$ cat src/rtl/reg_write_queue_pkg.sv
// Shared definitions for the register-file write queue.
// Holds the register-file geometry (data/index limits, register count),
// the queue depth and the queue occupancy states, so that the top module
// and the decoder agree on every width.
package reg_write_queue_pkg;

  localparam int DATA_INDEX_LIMIT     = 31;
  localparam int REG_ADDR_INDEX_LIMIT = 4;
  localparam int NUM_OF_REG           = 32;
  localparam int QUEUE_DEPTH          = 2;

  // Queue occupancy doubles as the FSM state: the encoding is the entry count.
  typedef enum logic [1:0] {
    Q_EMPTY = 2'd0,
    Q_ONE   = 2'd1,
    Q_FULL  = 2'd2
  } q_state_e;

endpackage

$ cat src/rtl/reg_write_queue_decoder.sv
// DECODER_5x32: 5-bit register index to 32-bit one-hot select.
// Built as a binary tree of 1x2 decoders, MSB first, so that it mirrors the
// 32:1 read-select tree and can be reused for read-side enables.
// Ports:
//   idx    in  5   register index
//   onehot out 32  onehot[k] = (idx == k)
module DECODER_1x2 (
  input  logic       en,
  input  logic       sel,
  output logic [1:0] y
);
  assign y = {en & sel, en & ~sel};
endmodule

module DECODER_5x32 (
  input  logic [4:0]  idx,
  output logic [31:0] onehot
);
  // Level l has 2**l enabled nodes, each split by idx[4-l] into two children.
  for (genvar l = 0; l < 5; l++) begin : lvl
    logic [(2**(l+1))-1:0] y;
    for (genvar j = 0; j < 2**l; j++) begin : node
      logic en_s;
      if (l == 0) begin : g_root
        assign en_s = 1'b1;
      end else begin : g_inner
        assign en_s = lvl[l-1].y[j];
      end
      DECODER_1x2 u_dec (
        .en  (en_s),
        .sel (idx[4-l]),
        .y   (y[2*j +: 2])
      );
    end
  end

  assign onehot = lvl[4].y;
endmodule

$ cat src/rtl/reg_write_queue.sv
// reg_write_queue: write side of the 32x32 register file.
// Requests are accepted over a valid/ready handshake into a 2-entry in-order
// queue and drained one per cycle into the register array via a one-hot
// decoder. Register 0 always reads as zero.
// Ports:
//   CLK, RST (async, active low)
//   WR_VALID/WR_READY/WR_ADDR/WR_DATA  write request handshake
//   RD_ADDR   decode-stage read index, used for the hazard flag PEND_HIT
//   REG_FLAT  all registers, register k at [32k+31:32k]
//   COMMIT / COMMIT_ADDR  registered pulse + index of the entry drained
module reg_write_queue
  import reg_write_queue_pkg::*;
#(
  parameter int DATA_WIDTH = DATA_INDEX_LIMIT + 1,
  parameter int ADDR_WIDTH = REG_ADDR_INDEX_LIMIT + 1,
  parameter int DEPTH      = QUEUE_DEPTH
) (
  input  logic                             CLK,
  input  logic                             RST,
  input  logic                             WR_VALID,
  output logic                             WR_READY,
  input  logic [ADDR_WIDTH-1:0]            WR_ADDR,
  input  logic [DATA_WIDTH-1:0]            WR_DATA,
  input  logic [ADDR_WIDTH-1:0]            RD_ADDR,
  output logic                             PEND_HIT,
  output logic [DATA_WIDTH*NUM_OF_REG-1:0] REG_FLAT,
  output logic                             COMMIT,
  output logic [ADDR_WIDTH-1:0]            COMMIT_ADDR
);

  q_state_e              state_q, state_d;
  logic                  head_q, head_d;
  logic                  tail_q, tail_d;
  logic [ADDR_WIDTH-1:0] ent_addr_q [DEPTH];
  logic [ADDR_WIDTH-1:0] ent_addr_d [DEPTH];
  logic [DATA_WIDTH-1:0] ent_data_q [DEPTH];
  logic [DATA_WIDTH-1:0] ent_data_d [DEPTH];
  logic [DATA_WIDTH-1:0] regs_q [NUM_OF_REG];
  logic [DATA_WIDTH-1:0] regs_d [NUM_OF_REG];
  logic                  commit_q, commit_d;
  logic [ADDR_WIDTH-1:0] commit_addr_q, commit_addr_d;

  logic                  accept_s;
  logic                  drain_s;
  logic                  head_n_s;
  logic                  pend_s;
  logic [ADDR_WIDTH-1:0] head_addr_s;
  logic [DATA_WIDTH-1:0] head_data_s;
  logic [NUM_OF_REG-1:0] dec_onehot_s;
  logic [NUM_OF_REG-1:0] we_s;

  assign WR_READY    = (state_q != q_state_e'(DEPTH));
  assign accept_s    = WR_VALID & WR_READY;
  // Any queued entry drains at every edge; the queue never holds one back.
  assign drain_s     = (state_q != Q_EMPTY);
  assign head_n_s    = ~head_q;
  assign head_addr_s = ent_addr_q[head_q];
  assign head_data_s = ent_data_q[head_q];
  assign COMMIT      = commit_q;
  assign COMMIT_ADDR = commit_addr_q;

  DECODER_5x32 u_dec (
    .idx    (head_addr_s),
    .onehot (dec_onehot_s)
  );

  assign we_s = dec_onehot_s & {NUM_OF_REG{drain_s}};

  // Occupancy next-state: accept and drain in the same edge keep the count.
  always_comb begin
    state_d = state_q;
    case (state_q)
      Q_EMPTY: state_d = accept_s ? Q_ONE : Q_EMPTY;
      Q_ONE:   state_d = accept_s ? Q_ONE : Q_EMPTY;
      Q_FULL:  state_d = Q_ONE;  // WR_READY is low, so no accept here
      default: state_d = Q_EMPTY;
    endcase
  end

  // Queue storage and pointer updates.
  always_comb begin
    ent_addr_d = ent_addr_q;
    ent_data_d = ent_data_q;
    tail_d     = tail_q;
    head_d     = head_q;
    if (accept_s) begin
      ent_addr_d[tail_q] = WR_ADDR;
      ent_data_d[tail_q] = WR_DATA;
      tail_d             = ~tail_q;
    end else begin
      tail_d = tail_q;
    end
    if (drain_s) begin
      head_d = head_n_s;
    end else begin
      head_d = head_q;
    end
  end

  // Register array write: one strobe per edge; register 0 never stores.
  always_comb begin
    for (int k = 0; k < NUM_OF_REG; k++) begin
      if (k == 0) begin
        regs_d[k] = '0;
      end else if (we_s[k]) begin
        regs_d[k] = head_data_s;
      end else begin
        regs_d[k] = regs_q[k];
      end
    end
  end

  // Commit pulse; the index holds its last value while idle.
  always_comb begin
    commit_d      = drain_s;
    commit_addr_d = commit_addr_q;
    if (drain_s) begin
      commit_addr_d = head_addr_s;
    end else begin
      commit_addr_d = commit_addr_q;
    end
  end

  // Hazard flag: the head entry counts as pending even on its drain cycle.
  always_comb begin
    pend_s = 1'b0;
    if ((state_q != Q_EMPTY) && (ent_addr_q[head_q] == RD_ADDR)) begin
      pend_s = 1'b1;
    end else if ((state_q == Q_FULL) && (ent_addr_q[head_n_s] == RD_ADDR)) begin
      pend_s = 1'b1;
    end else begin
      pend_s = 1'b0;
    end
  end

  assign PEND_HIT = pend_s & (RD_ADDR != '0);

  for (genvar k = 0; k < NUM_OF_REG; k++) begin : g_flat
    assign REG_FLAT[k*DATA_WIDTH +: DATA_WIDTH] = regs_q[k];
  end

  // State, queue, register array and commit flops.
  always_ff @(posedge CLK or negedge RST) begin
    if (!RST) begin
      state_q       <= Q_EMPTY;
      head_q        <= 1'b0;
      tail_q        <= 1'b0;
      commit_q      <= 1'b0;
      commit_addr_q <= '0;
      for (int i = 0; i < DEPTH; i++) begin
        ent_addr_q[i] <= '0;
        ent_data_q[i] <= '0;
      end
      for (int k = 0; k < NUM_OF_REG; k++) begin
        regs_q[k] <= '0;
      end
    end else begin
      state_q       <= state_d;
      head_q        <= head_d;
      tail_q        <= tail_d;
      commit_q      <= commit_d;
      commit_addr_q <= commit_addr_d;
      for (int i = 0; i < DEPTH; i++) begin
        ent_addr_q[i] <= ent_addr_d[i];
        ent_data_q[i] <= ent_data_d[i];
      end
      for (int k = 0; k < NUM_OF_REG; k++) begin
        regs_q[k] <= regs_d[k];
      end
    end
  end

endmodule

$ cat config.mk
export PLATFORM = sky130hd
export DESIGN_NAME = reg_write_queue
export DESIGN_NICKNAME = d
export VERILOG_FILES = /design/src/rtl/reg_write_queue_pkg.sv /design/src/rtl/reg_write_queue_decoder.sv /design/src/rtl/reg_write_queue.sv
export SDC_FILE = /design/constraint.sdc
export NUM_CORES = 1
export LEC_CHECK = 0
export CELL_PAD_IN_SITES_DETAIL_PLACEMENT = 0
export CELL_PAD_IN_SITES_GLOBAL_PLACEMENT = 2
export CORE_AREA = 2 2 425 427
export DETAILED_ROUTE_END_ITERATION = 8
export DIE_AREA = 0 0 427 429
export GPL_TIMING_DRIVEN = 0
export PLACE_DENSITY = 0.62
export SLEW_MARGIN = 20
export SYNTH_ARGS = -nofsm -noshare
export SYNTH_HDL_FRONTEND = slang
export SYNTH_HIERARCHICAL = 1
export SYNTH_SLANG_ARGS = --single-unit
export TNS_END_PERCENT = 10
$ cat constraint.sdc
create_clock -name CLK -period 3 [get_ports CLK]
set_input_delay 0.6 -clock CLK [delete_from_list [all_inputs] [get_ports CLK]]
set_output_delay 0.6 -clock CLK [all_outputs]
set_load 0.03 [all_outputs]
# Yosys cells after proc, flatten, opt, wreduce, memory -nomap -nowiden
# Cells that the tools add are included.
# totals
register_bits	1076
in_bits	45
out_inout_bits	1032
wordCells	148
# classes
n_lt_le_gt_ge	4
eq_ne	5
mux	19
n_bitwise	73
reduce_logical	7
# op_table
cell	count
32-bit 2-to-1 mux	4
64-bit bitwise mux	1
1-bit AND	62
5-bit 2-to-1 mux	7
32-bit AND	1
32-bit demux with 1-bit select	1
10-bit bitwise mux	1
5-bit equality test	2
1-bit NOT	7
2-bit greater-or-equal comparator, second input constant	3
1-bit NOT with 2-bit output	3
5-bit demux with 1-bit select	1
5-bit nonzero test	1
1-bit logical AND	3
1-bit 2-to-1 mux	3
2-bit by 1-bit equality test with 1-bit output, second input constant	1
2-bit equality test, second input constant	1
2-bit logical NOT	1
2-bit by 1-bit less-than comparator with 1-bit output, second input constant	1
2-bit != test, second input constant	1
1-bit case mux with 2 select lines	1
2-bit nonzero test	1
2-bit OR reduction	1

# Logic depth before layout (Yosys ltp)
# logic_depth
word_depth	10
ltp_mapped	13
mapped_depth_nobuf	9

# Modules after synthesis
# The synthesis kept the hierarchy.
# modules_own_cells
mod	n_inst	cells_per_inst	area_each_um2	seq_area_each_um2
reg_write_queue	1	3591	39062.5	26900.8
DECODER_1x2	31	2	16.3	0.0
DECODER_5x32	1	1	3.8	0.0

# Worst setup path after synthesis
# Ideal clock, no wire load.
# synth_timing
path_kind	flip-flop to flip-flop
startpoint	register head_q
endpoint	register regs_q, in the netlist REG_FLAT[951]
setup_ns	0.133
arrival_ns	2.365
required_ns	2.867
path_slack_ns	0.503
path_stages_with_launch	13
path_buffers	3
synth_period_minus_slack_ns	2.497
cell_sequence	dfrtp_1 > buf_4 > mux2_2 > and2_2 > and2_2 > and2_2 > and2b_2 > and2_2 > and2_1 > buf_2 > clkbuf_1 > nor2_1 > a21oi_1
# synth_via
elab_chain_len	9
elab_cells_between_ends	13
cone_classes	mux (6); bitwise (7)
# synth_lines
item	line	rtl
from (decl)	reg_write_queue.sv:32	logic head_q, head_d;
from (signal assigned)	reg_write_queue.sv:146	head_q <= 1'b0;
from (signal assigned)	reg_write_queue.sv:159	head_q <= head_d;
1-bit NOT with 2-bit output (not written as such)	reg_write_queue.sv:57	assign head_addr_s = ent_addr_q[head_q];
5-bit 2-to-1 mux (not written as such) (3 in a row)	reg_write_queue.sv:57	
net head_addr_s[4]	reg_write_queue.sv:47	logic [ADDR_WIDTH-1:0] head_addr_s;
1-bit AND	reg_write_queue_decoder.sv:12	assign y = {en & sel, en & ~sel};
net u_dec.lvl[1].y[3]	reg_write_queue_decoder.sv:21	logic [(2**(l+1))-1:0] y;
1-bit AND	reg_write_queue_decoder.sv:12	
net u_dec.lvl[2].y[7]	reg_write_queue_decoder.sv:21	
1-bit AND	reg_write_queue_decoder.sv:12	
net u_dec.lvl[3].y[14]	reg_write_queue_decoder.sv:21	
1-bit AND	reg_write_queue_decoder.sv:12	
net dec_onehot_s[29]	reg_write_queue.sv:49	logic [NUM_OF_REG-1:0] dec_onehot_s;
32-bit AND	reg_write_queue.sv:67	assign we_s = dec_onehot_s & {NUM_OF_REG{drain_s}};
to (signal, indexed assignment)	reg_write_queue.sv:168	regs_q[k] <= regs_d[k];
to (decl)	reg_write_queue.sv:38	logic [DATA_WIDTH-1:0] regs_q [NUM_OF_REG];
# The timed path passes the listed nets, and every way through them passes these cells. The select of a mux whose other input is x is not followed.
# A chain may end at the register's enable or synchronous reset.

# Worst setup path in the final report
# layout_timing
startpoint	register head_q
endpoint	output port PEND_HIT
# layout_via
elab_cells_between_ends	16
cone_classes	eq/ne (2); mux (8); bitwise (4); reduce/logical (2)
# layout_rtl
item	line	rtl
1-bit NOT with 2-bit output	--	
5-bit 2-to-1 mux (3 in a row)	--	
net head_addr_s[4]	reg_write_queue.sv:47	
5-bit equality test	reg_write_queue.sv:127	if ((state_q != Q_EMPTY) && (ent_addr_q[head_q] == RD_ADDR)) begin
1-bit logical AND	reg_write_queue.sv:127	
1-bit 2-to-1 mux	reg_write_queue.sv:127	
1-bit AND	reg_write_queue.sv:136	assign PEND_HIT = pend_s & (RD_ADDR != '0);
to (decl)	reg_write_queue.sv:25	output logic PEND_HIT,
# The timed path passes the listed nets, and every way through them passes these cells. The select of a mux whose other input is x is not followed.

==> Flow_metrics.wiki <==
{| class="wikitable"
! Metric !! Value
|-
| Cell-internal power || about 46 mW
|-
| Drt total wl || 202 mm
|-
| Switching Fraction || between 40% and 50%
|-
| CTS HTree Levels || 4
|-
| Net load switching power || between 40 and 50 mW
|-
| Arrival time reported for the critical path endpoint || around 2400 ps
|-
| Critical path start-end classification || flop to output pin
|-
| Fraction of final layout cells with drive strength greater than 1 || between 10% and 20%
|-
| Number of maximum-capacitance constraint violations || 0
|-
| Worst Hold Slack || approximately 380 ps
|-
| Pre-CTS WS || -652 ps
|-
| Worst Path Max Fanout || 8
|-
| Longest Clk Path Bufs || 3
|-
| Routed len/inst || 27.4 um
|-
| Root cell of the clock tree || clkbuf_16
|-
| Number of antenna violations at the first check in global routing || just over 40
|-
| Highest clock frequency the design can meet || between 300 and 400 MHz
|-
| Vias in the first global route || ~32000
|-
| Worst min-delay path category || input port to flop
|-
| Number of violations reported at the end of detailed-routing iteration 0 || ~2200
|-
| Crit. End Element || output pin
|-
| Overflow after GRT || 0
|-
| Number of vias per cell || between 4 and 5
|-
| Worst slew pin tran || 1110 ps
|-
| Clock-pin slew of the registers on the worst-case setup and hold paths || about 60 ps
|-
| Detailed placement HPWL || between 100 and 150 mm
|-
| Worst clock skew on the final layout || about 38 ps
|-
| P_leak || roughly 26 nW
|-
| Placer congestion estimate || about 0.8
|-
| Count of input and output buffers || 1043
|-
| Net total in the final layout || between 4000 and 5000
|-
| Time the worst path needs with I/O delays and setup || a little under 3000 ps
|-
| Clock power share || a little under a fifth
|-
| Final hold violations || 0
|-
| Cell Rows || between 150 and 200
|-
| Number of remaining DRC errors || 0
|-
| Placeable core region || 178000 um^2
|-
| Number of CTS-inserted buffers || about 130
|-
| Synth warnings || 6
|-
| Height of the die || between 400 and 500 um
|-
| Crit path launch type || flop
|-
| Proportion of power drawn by flip-flops and latches || approximately 29%
|-
| Count of final setup violators || 0
|-
| Die area || ~180000 um^2
|-
| Post-Route Setup TNS || 0 ps
|-
| DIE WIDTH || ~430 um
|-
| Clock tree from TritonCTS || done
|-
| Overall power of the completed layout || 87.3 mW
|-
| Register-to-Register Path Depth || 11
|-
| First-pass GRT wire length || roughly 270 mm
|-
| All-Layer GR Usage || around 22%
|-
| Required time at the endpoint of the critical path || about 2400 ps
|-
| Power per unit of standard cell area || around 1500 nW/um^2
|-
| Maximum vdd ir drop || 0.476 mV
|-
| Power share of the combinational group || 52.7%
|-
| P&R area growth vs syn || 47.1%
|-
| Effective utilization at floorplan || 22.2%
|-
| ANT nets after route || 0
|-
| Maximum number of pins on one net before global-route repair || roughly 130
|-
| Post-synth design cell area || approximately 40000 um^2
|-
| Number of sinks on the clock net || about 1100
|-
| Router iterations before antenna repair || 5
|-
| Max-slew headroom || between 20% and 30%
|-
| Ratio of final minimum period to clock period || between 90% and 100%
|-
| Vias || about 32000
|-
| Setup repair after global routing missed its margin || true
|-
| Io pins || 1077
|-
| Number of pins exceeding their max-slew limit in the final report || 0
|-
| Post-Syn Instances || 3653
|-
| Post-layout worst setup margin || approximately 44 ps
|-
| Average size of a mapped cell || 10.8 um^2
|-
| Result of the run || completed
|-
| Worst-skew pair later-pin latency || roughly 800 ps
|-
| Hold depth || 1
|}
state kept, by name (all words and copies together) (netlist names):
register and count:
head_q 1, REG_FLAT 992, ent_data_q 64, COMMIT_ADDR 5, state_q 1, COMMIT 1
ent_addr_q 10, tail_q 1
power groups by stage:
stage | sequential [mW] | clock, mW | combinational (mW)
floorplan | 36.6 | 0 | 10.3
global placement | 25.2 | 0 | 46.2
detailed placement | 25.1 | 0 | 46.7
CTS | 25.0 | 16.7 | 47.1
global route | 25.8 | 17.3 | 48.4
finish | 25.0 | 16.3 | 46.0
layout by cell type (no fill, tap or decap), drive strengths merged:
cell type         n
nor3              2
inv               8
buf             335
clkdlybuf4s50  1041
nor2            996
mux2             76
nand2             2
dfrtp          1075
conb             35
bufinv            4
and2b            30
nand3             1
clkinvlp          7
mux2i            36
nor4              1
and2             62
clkbuf          256
xor2              6
dlygate4sd3       1
a21oi           997
diode            19
nor2b             1
clkinv           17
per-layer routing:
metal / global-route usage, % / share of wire (%)
met3: 5.26 / 6.0
met5: 0 / 0.033
met1: 26.7 / 41
met2: 35.6 / 49
met4: 9.31 / 4.2
repair_timing:
action,in CTS,in global routing
buffers inserted,11,0
gates resized for setup,43,60
pin swaps,1,0
endpoints found under the setup margin,992,411
gates cloned,1,1
hold buffers,2,0
hold endpoints to repair,50,0
layout make-up:
class                           instances  area (um^2)
Timing Repair Buffer                 1071        10900
Antenna cell                           19         47.5
Sequential cell                      1075        26900
Buffer                                361         2040
Inverter                                4         22.5
Clock inverter                         31          333
Tap cell                             2355         2950
Multi-Input combinational cell       2245        11000
Clock buffer                          201         4010
Timing Repair inverter                  1         7.51
Fill cell                           18400       120000
stage by stage:
stage | std cells | area (um^2) | utilization (%)
finish | 7363 | 58200 | 32.7
global route | 7352 | 58200 | 32.7
CTS | 7342 | 58000 | 32.6
detailed placement | 7096 | 53500 | 30.0
global placement | 7083 | 53100 | 29.8
floorplan | 3685 | 39700 | -
final timing paths:
check / start / endpoint / slack (ps)
worst min register to register: tail_q / tail_q / 500
min in group asynchronous: RST / REG_FLAT[153] / 480
worst max-delay path: head_q / PEND_HIT / 40
worst min-delay path: WR_VALID / state_q[0] / 380
worst max register to register: head_q / REG_FLAT[980] / 100
max in group asynchronous: RST / REG_FLAT[829] / 350
worst max-delay path, stage by stage (launching register included):
cell and delay (ps):
dfrtp_1 430, buf_12 170, mux2_4 360, nor3_1 180, a21oi_1 70, nor3_2 180
buf_6 180
No activity file was read; power rests on OpenSTA's default activity.
